===== src/rtl/cpu_mem_arbiter.sv =====
// cpu_mem_arbiter: two-master arbiter in front of a single shared memory port.
// Master 0 is the CPU, which is stalled through cpu_enable while its request
// is outstanding; master 1 is a secondary master. Only one transaction is in
// flight at a time, and a stuck memory is cut off by a wait-cycle timeout.
//
// Optional define ARB_ROUND_ROBIN_EN: on simultaneous requests, grant the
// master that did not win last time. Without it, master 0 always wins ties
// and no last-grant state exists.
//
// state     | meaning
// ----------+-----------------------------------------------------------
// ST_IDLE   | no transaction; pick a winner and latch its request fields
// ST_BUSY   | mem_req held with latched fields, waiting for mem_ack
// ST_DONE   | one-cycle ack (err too if timed out) to the winning master

module cpu_mem_arbiter #(
    parameter int ADDR_WIDTH = 32,
    parameter int DATA_WIDTH = 32,
    parameter int TIMEOUT    = 255
) (
    input  logic                  clk,
    input  logic                  rst,

    input  logic                  m0_req,
    input  logic                  m0_we,
    input  logic [ADDR_WIDTH-1:0] m0_addr,
    input  logic [DATA_WIDTH-1:0] m0_wdata,
    input  logic [1:0]            m0_size,
    output logic [DATA_WIDTH-1:0] m0_rdata,
    output logic                  m0_ack,
    output logic                  m0_err,

    input  logic                  m1_req,
    input  logic                  m1_we,
    input  logic [ADDR_WIDTH-1:0] m1_addr,
    input  logic [DATA_WIDTH-1:0] m1_wdata,
    input  logic [1:0]            m1_size,
    output logic [DATA_WIDTH-1:0] m1_rdata,
    output logic                  m1_ack,
    output logic                  m1_err,

    output logic                  mem_req,
    output logic                  mem_we,
    output logic [ADDR_WIDTH-1:0] mem_addr,
    output logic [DATA_WIDTH-1:0] mem_wdata,
    output logic [1:0]            mem_size,
    input  logic [DATA_WIDTH-1:0] mem_rdata,
    input  logic                  mem_ack,

    output logic                  cpu_enable
);

    localparam logic [1:0] ST_IDLE = 2'd0;
    localparam logic [1:0] ST_BUSY = 2'd1;
    localparam logic [1:0] ST_DONE = 2'd2;

    // Wait-counter value seen in the last BUSY cycle that may still accept
    // mem_ack; the increment out of it makes the counter reach TIMEOUT.
    localparam logic [7:0] WAIT_LAST = 8'(TIMEOUT - 1);

    logic [1:0]            state;
    logic                  winner;      // 0 = m0, 1 = m1
    logic                  err_q;
    logic [7:0]            wait_cnt;
    logic                  lat_we;
    logic [ADDR_WIDTH-1:0] lat_addr;
    logic [DATA_WIDTH-1:0] lat_wdata;
    logic [1:0]            lat_size;
    logic                  any_req;
    logic                  grant_m1;

    assign any_req = m0_req | m1_req;

`ifdef ARB_ROUND_ROBIN_EN
    logic last_grant;                   // winner of the most recent grant

    // Tie goes to the master that was not granted last time.
    always_comb begin
        grant_m1 = m1_req & (~m0_req | ~last_grant);
    end

    // Remember who won; reset value 1 lets m0 take the first tie.
    always_ff @(posedge clk) begin
        if (rst) begin
            last_grant <= 1'b1;
        end else if (state == ST_IDLE && any_req) begin
            last_grant <= grant_m1;
        end
    end
`else
    // Fixed priority: m0 wins whenever it is requesting.
    always_comb begin
        grant_m1 = m1_req & ~m0_req;
    end
`endif

    // Transaction sequencing, request latching, timeout and read-data capture.
    always_ff @(posedge clk) begin
        if (rst) begin
            state     <= ST_IDLE;
            winner    <= 1'b0;
            err_q     <= 1'b0;
            wait_cnt  <= 8'd0;
            lat_we    <= 1'b0;
            lat_addr  <= '0;
            lat_wdata <= '0;
            lat_size  <= 2'd0;
            m0_rdata  <= '0;
            m1_rdata  <= '0;
        end else begin
            case (state)
                ST_IDLE: begin
                    if (any_req) begin
                        winner    <= grant_m1;
                        lat_we    <= grant_m1 ? m1_we    : m0_we;
                        lat_addr  <= grant_m1 ? m1_addr  : m0_addr;
                        lat_wdata <= grant_m1 ? m1_wdata : m0_wdata;
                        lat_size  <= grant_m1 ? m1_size  : m0_size;
                        err_q     <= 1'b0;
                        wait_cnt  <= 8'd0;
                        state     <= ST_BUSY;
                    end
                end
                ST_BUSY: begin
                    if (mem_ack) begin
                        err_q <= 1'b0;
                        if (winner) begin
                            m1_rdata <= mem_rdata;
                        end else begin
                            m0_rdata <= mem_rdata;
                        end
                        state <= ST_DONE;
                    end else begin
                        wait_cnt <= wait_cnt + 8'd1;
                        if (wait_cnt == WAIT_LAST) begin
                            // Memory never answered: abort with zeroed data.
                            err_q <= 1'b1;
                            if (winner) begin
                                m1_rdata <= '0;
                            end else begin
                                m0_rdata <= '0;
                            end
                            state <= ST_DONE;
                        end
                    end
                end
                ST_DONE: begin
                    state <= ST_IDLE;
                end
                default: begin
                    state <= ST_IDLE;
                end
            endcase
        end
    end

    // Memory side: request only while BUSY; fields come straight from latches
    // so they cannot move during a transaction.
    always_comb begin
        mem_req   = (state == ST_BUSY);
        mem_we    = lat_we;
        mem_addr  = lat_addr;
        mem_wdata = lat_wdata;
        mem_size  = lat_size;
    end

    // Completion strobes to the winner only; CPU runs unless waiting on m0.
    always_comb begin
        m0_ack     = (state == ST_DONE) & ~winner;
        m1_ack     = (state == ST_DONE) &  winner;
        m0_err     = m0_ack & err_q;
        m1_err     = m1_ack & err_q;
        cpu_enable = ~m0_req | m0_ack;
    end

endmodule


===== config.mk =====
export PLATFORM = sky130hd
export DESIGN_NAME = cpu_mem_arbiter
export DESIGN_NICKNAME = d
export VERILOG_FILES = /design/src/rtl/cpu_mem_arbiter.sv
export SDC_FILE = /design/constraint.sdc
export NUM_CORES = 1
export LEC_CHECK = 0
export ABC_AREA = 1
export BUFFER_PORTS_ARGS = -buffer_cell sky130_fd_sc_hd__buf_2
export CAP_MARGIN = 20
export CORE_MARGIN = 2
export CORE_UTILIZATION = 45
export CTS_CLUSTER_DIAMETER = 150
export DETAILED_ROUTE_END_ITERATION = 7
export PLACE_DENSITY_LB_ADDON = 0.15
export SYNTH_ARGS = -nofsm -noshare
export SYNTH_HDL_FRONTEND = slang
export SYNTH_SLANG_ARGS = --single-unit

===== constraint.sdc =====
create_clock -name clk -period 2.4 [get_ports clk]
set_input_delay 0.36 -clock clk [delete_from_list [all_inputs] [get_ports clk]]
set_output_delay 0.36 -clock clk [all_outputs]
set_load 0.01 [all_outputs]

# Yosys cells after proc, flatten, opt, wreduce, memory -nomap -nowiden
# Index checks and enable logic that the tools add are counted.
dict set report classes {
  n_addsub 1
  multipliers 0
  div_mod_pow 0
  n_lt_le_gt_ge 0
  n_eq_ne 6
  shifts 0
  muxes 23
  n_bitwise 9
  reduce_logical 9
}
# operator count
set ops {}
lappend ops {{$mux W32} 10}
lappend ops {{$mux W8} 2}
lappend ops {{$pmux W8 S2} 1}
lappend ops {{$reduce_and A3 Y1} 4}
lappend ops {{$add A8 B1 Y8 const B} 1}
lappend ops {{$eq A8 B8 Y1 const B} 1}
lappend ops {{$mux W2} 4}
lappend ops {{$and A1 B1 Y1} 5}
lappend ops {{$mux W1} 4}
lappend ops {{$ne A2 B2 Y1 const B} 2}
lappend ops {{$pmux W2 S2} 1}
lappend ops {{$reduce_and A2 Y1} 2}
lappend ops {{$reduce_bool A2 Y1} 2}
lappend ops {{$ne A3 B1 Y1 const B} 1}
lappend ops {{$eq A2 B1 Y1 const B} 1}
lappend ops {{$eq A2 B2 Y1 const B} 1}
lappend ops {{$logic_not A2 Y1} 1}
lappend ops {{$not A1 Y1} 2}
lappend ops {{$or A1 B1 Y1} 2}
lappend ops {{$pmux W1 S2} 1}
dict set report totals {
  ff_bits 143
  latchBits 0
  ramBits 0
  romBits 0
  out_inout_bits 137
  memories 0
}

# Longest topological paths before layout
dict set report logic_depth {
  depth_word 4
  mapped_depth 11
  ltp_nobuf 10
}

# Worst setup path before layout
# No wires, ideal clock.
dict set report synth_timing {
  kind {register -> output}
  startpoint {register winner}
  endpoint {output m1_err}
  arrival_time_ps 1314
  required_time_ps 2040
  setup_slack_ps 726
  path_stages_with_launch 5
  cell_sequence {dfxtp_1 buf_2 clkinv_1 buf_2 nor4_1}
}
dict set report synth_between {
  elab_chain_len 2
}
# item line
set synth_lines {}
lappend synth_lines {{start, declared} 62} ;# logic winner;
lappend synth_lines {{start signal, assigned} 114} ;# winner <= grant_m1;
lappend synth_lines {{$and A1 B1 Y1} 170} ;# m1_ack = (state == ST_DONE) & winner;
lappend synth_lines {{$and A1 B1 Y1} 172} ;# m1_err = m1_ack & err_q;
lappend synth_lines {{end, declared} 40} ;# output logic m1_err,
# Every way passes these cells.

# Final worst setup path
dict set report layout_timing {
  startpoint {register state[1]}
  endpoint {output m0_err}
}
dict set report layout_between {
  elab_chain_len 3
}
# item line
set layout_lines {}
lappend layout_lines {{start, declared} 61} ;# logic [1:0] state;
lappend layout_lines {{start signal, assigned} 100} ;# state <= ST_IDLE;
lappend layout_lines {{start signal, assigned} 121} ;# state <= ST_BUSY;
lappend layout_lines {{start signal, assigned} 132} ;# state <= ST_DONE;
lappend layout_lines {{$eq A2 B2 Y1} 169} ;# m0_ack = (state == ST_DONE) & ~winner;
lappend layout_lines {{$and A1 B1 Y1} 169}
lappend layout_lines {{$and A1 B1 Y1} 171} ;# m0_err = m0_ack & err_q;
lappend layout_lines {{end, declared} 31} ;# output logic m0_err,
# Every way passes these cells.

==> results.py <==
metrics = {
    "timing": {
        "slew_headroom": 0.484,
        "fin_skew_ps": 9.32,
        "tns_ps": 0,
        "hold_viol": 0,
        "finalCritPeriodShare": 0.773,
        "slew_violations": 0,
        "fmax_mhz": 539,
        "rsz0062_at_grt": "no",
        "finalSetupViolCount": 0,
        "worst_slew_pin_slew_ps": 773,
        "fin_crit_ps": 1850,
    },
    "floorplanning": {
        "die_x_um": 127,
        "die_y_um": 127,
        "ioPinCount": 308,
        "die_area_mm2": 0.0162,
        "core_mm2": 0.0150,
        "initial_core_util": 0.454,
        "rows": 45,
    },
    "setup_path": {
        "path_class": "flip-flop to output port",
        "cp-start-kind": "flip-flop",
        "critical_path_required_ps": 2040,
        "critPathMaxFanout": 5,
        "arrival_ps": 1490,
        "end_kind": "output port",
    },
    "power_and_ir_drop": {
        "p_int_mw": 4.82,
        "peakVddDrop_mv": 0.454,
        "pwr-share-comb": 0.165,
        "p_clk_frac": 0.434,
        "p_leak_nw": 4.58,
        "powerDensity_mw_per_mm2": 736,
        "p_sw_mw": 1.76,
        "switching_share": 0.267,
        "p_seq_frac": 0.402,
    },
    "grt": {
        "antenna_found_initial": 2,
        "grt_start_max_net_pins": 72,
        "overflow": 0,
        "grt_pass1_wl_um": 32300,
        "first_global_vias": 6512,
        "grt_use_total": 0.250,
    },
    "drt": {
        "drt_iter0_drc": 342,
        "postRouteWirelength_um": 20500,
        "ant_nets": 0,
        "firstDrtPassIters": 4,
        "vias": 7075,
        "route.detailed.drc": 0,
        "post_drt_via_cell_ratio": 4.84,
        "wl_per_cell_um": 14.0,
    },
    "placed_design": {
        "place_congestion": 0.829,
        "dp_hpwl_um": 14000,
        "place_area_mm2": 0.00829,
        "io_buffer_count": 307,
    },
    "cells_and_area": {
        "layout_common_cells": "307 x buf_2, 251 x nand2_1, 143 x inv_1, 143 x dfxtp_1, 140 x nor2_1",
        "layout-drive-gt1-share": 0.288,
        "syn2layout_area_growth_pct": 30.9,
        "final_common_cell": "buf_2",
        "finalNetCount": 1432,
        "final_cell_area_mm2": 0.00893,
    },
    "clocking": {
        "numCtsBuffers": 17,
        "insertion_delay_ps": 420,
        "htreeDepth": 4,
        "post_cts_buffers": 0,
        "clockBufferDepth": 2,
        "clk_pin_slew_ps": 60,
        "numClockSinks": 143,
        "cts-root-buf": "clkbuf_16",
        "cts_resized": 0,
        "ctsHoldBuffers": 0,
        "cts_tree": "yes",
    },
    "min_path": {
        "hp-class": "input pin to flip-flop",
    },
    "status": {
        "outcome": "finished, final reports clean",
    },
    "yosys": {
        "ys_ff_latch": 143,
        "synthCells": 994,
        "synth_warnings": 0,
        "ys_types": 28,
        "postSynthAreaPerCell_um2": 6.87,
        "seq_area_frac_synth": 0.420,
        "synth_area_mm2": 0.00682,
        "synth_nets": 1167,
    },
    "run": {
        "drv_cap": 0,
    },
}
[area by class of cell]
type | instances | area, um^2
Fill cell | 1493 | 6100
Multi-Input combinational cell | 626 | 2960
Sequential cell | 143 | 2860
Timing Repair Buffer | 321 | 1670
Inverter | 150 | 563
Clock buffer | 22 | 484
Tap cell | 188 | 235
Clock inverter | 10 | 156
Antenna cell | 2 | 5.00
[through the flow]
| step | hold WS [ps] | utilization | setup WS (ps) | instances | power [mW] |
|---|---|---|---|---|---|
| 2_1_floorplan | 439 | - | 726 | 994 | 3.35 |
| 3_3_place_gp | 435 | 0.551 | 626 | 1428 | 3.77 |
| 3_5_place_dp | 436 | 0.551 | 538 | 1428 | 3.77 |
| 4_1_cts | 227 | 0.594 | 516 | 1460 | 6.63 |
| 5_1_grt | 239 | 0.594 | 343 | 1460 | 6.87 |
| 6_report | 244 | 0.594 | 546 | 1462 | 6.57 |
[metal layers]
layer / part of all wire / track usage
met1: 0.41 / 0.298
met2: 0.48 / 0.411
met4: 0.030 / 0.112
met5: 0 / 0
met3: 0.075 / 0.0821
[logic make-up after synthesis]
kind of cell               Yosys count  synth area share
buffers and inverters              225             0.147
DFF                                143             0.420
xor gates and xnor gates             1           0.00128
adders and majority gates            2           0.00367
AOI/OAI and AO/OA                  146             0.132
and+or+nand+nor                    477             0.297
[cell usage after synthesis]
master	instances	area, um^2
nand2_1	252	946
inv_1	144	541
dfxtp_1	143	2860
nor2_1	140	526
nand4_1	68	425
o31ai_1	67	503
o21ai_0	43	215
o21ai_1	28	140
buf_2	26	130
clkbuf_1	21	78.8
buf_6	14	158
buf_1	8	30.0
a21oi_1	7	35.0
nand3_1	7	35.0
buf_4	5	37.5
inv_2	5	18.8
ha_1	2	25.0
nand3_4	2	35.0
nor2_2	2	12.5
nor3_1	2	10.0
clkbuf_2	1	5.00
clkinv_1	1	3.75
nand2_2	1	6.26
nand2_4	1	11.3
nor2_4	1	11.3
nor4_1	1	6.26
o21a_1	1	7.51
xor2_1	1	8.76
[worst paths after layout]
path | start | endpoint | slack [ps] | depth (start not counted)
setup reg to reg | wait_cnt[0] | m0_rdata[29] | 550 | 10
hold / removal | m1_size[0] | mem_size[0] | 240 | 3
setup / recovery | state[1] | m0_err | 550 | 5
hold reg to reg | mem_wdata[3] | mem_wdata[3] | 450 | 2
[registers in the layout, indices dropped and copies added (netlist names)]
name / flops
err_q: 1
m0_rdata: 32
m1_rdata: 32
mem_addr: 32
mem_size: 2
mem_wdata: 32
mem_we: 1
state: 2
wait_cnt: 8
winner: 1
[worst max-delay path, stage by stage, from the launching register on]
cell     delay, ps
dfxtp_1        410
inv_1          130
nor3_1         220
inv_1           90
nor2_1          90
buf_2          140
[power groups by stage]
| stage | Combinational (mW) | Sequential, mW | Clock (mW) |
|---|---|---|---|
| after floorplan | 0.584 | 2.76 | 0 |
| final | 1.08 | 2.64 | 2.85 |
| after CTS | 1.09 | 2.64 | 2.90 |
| after global routing | 1.21 | 2.66 | 3.00 |
| after detailed placement | 1.09 | 2.69 | 0 |
| after global placement | 1.08 | 2.68 | 0 |
Power figures use the tool's default switching activity.
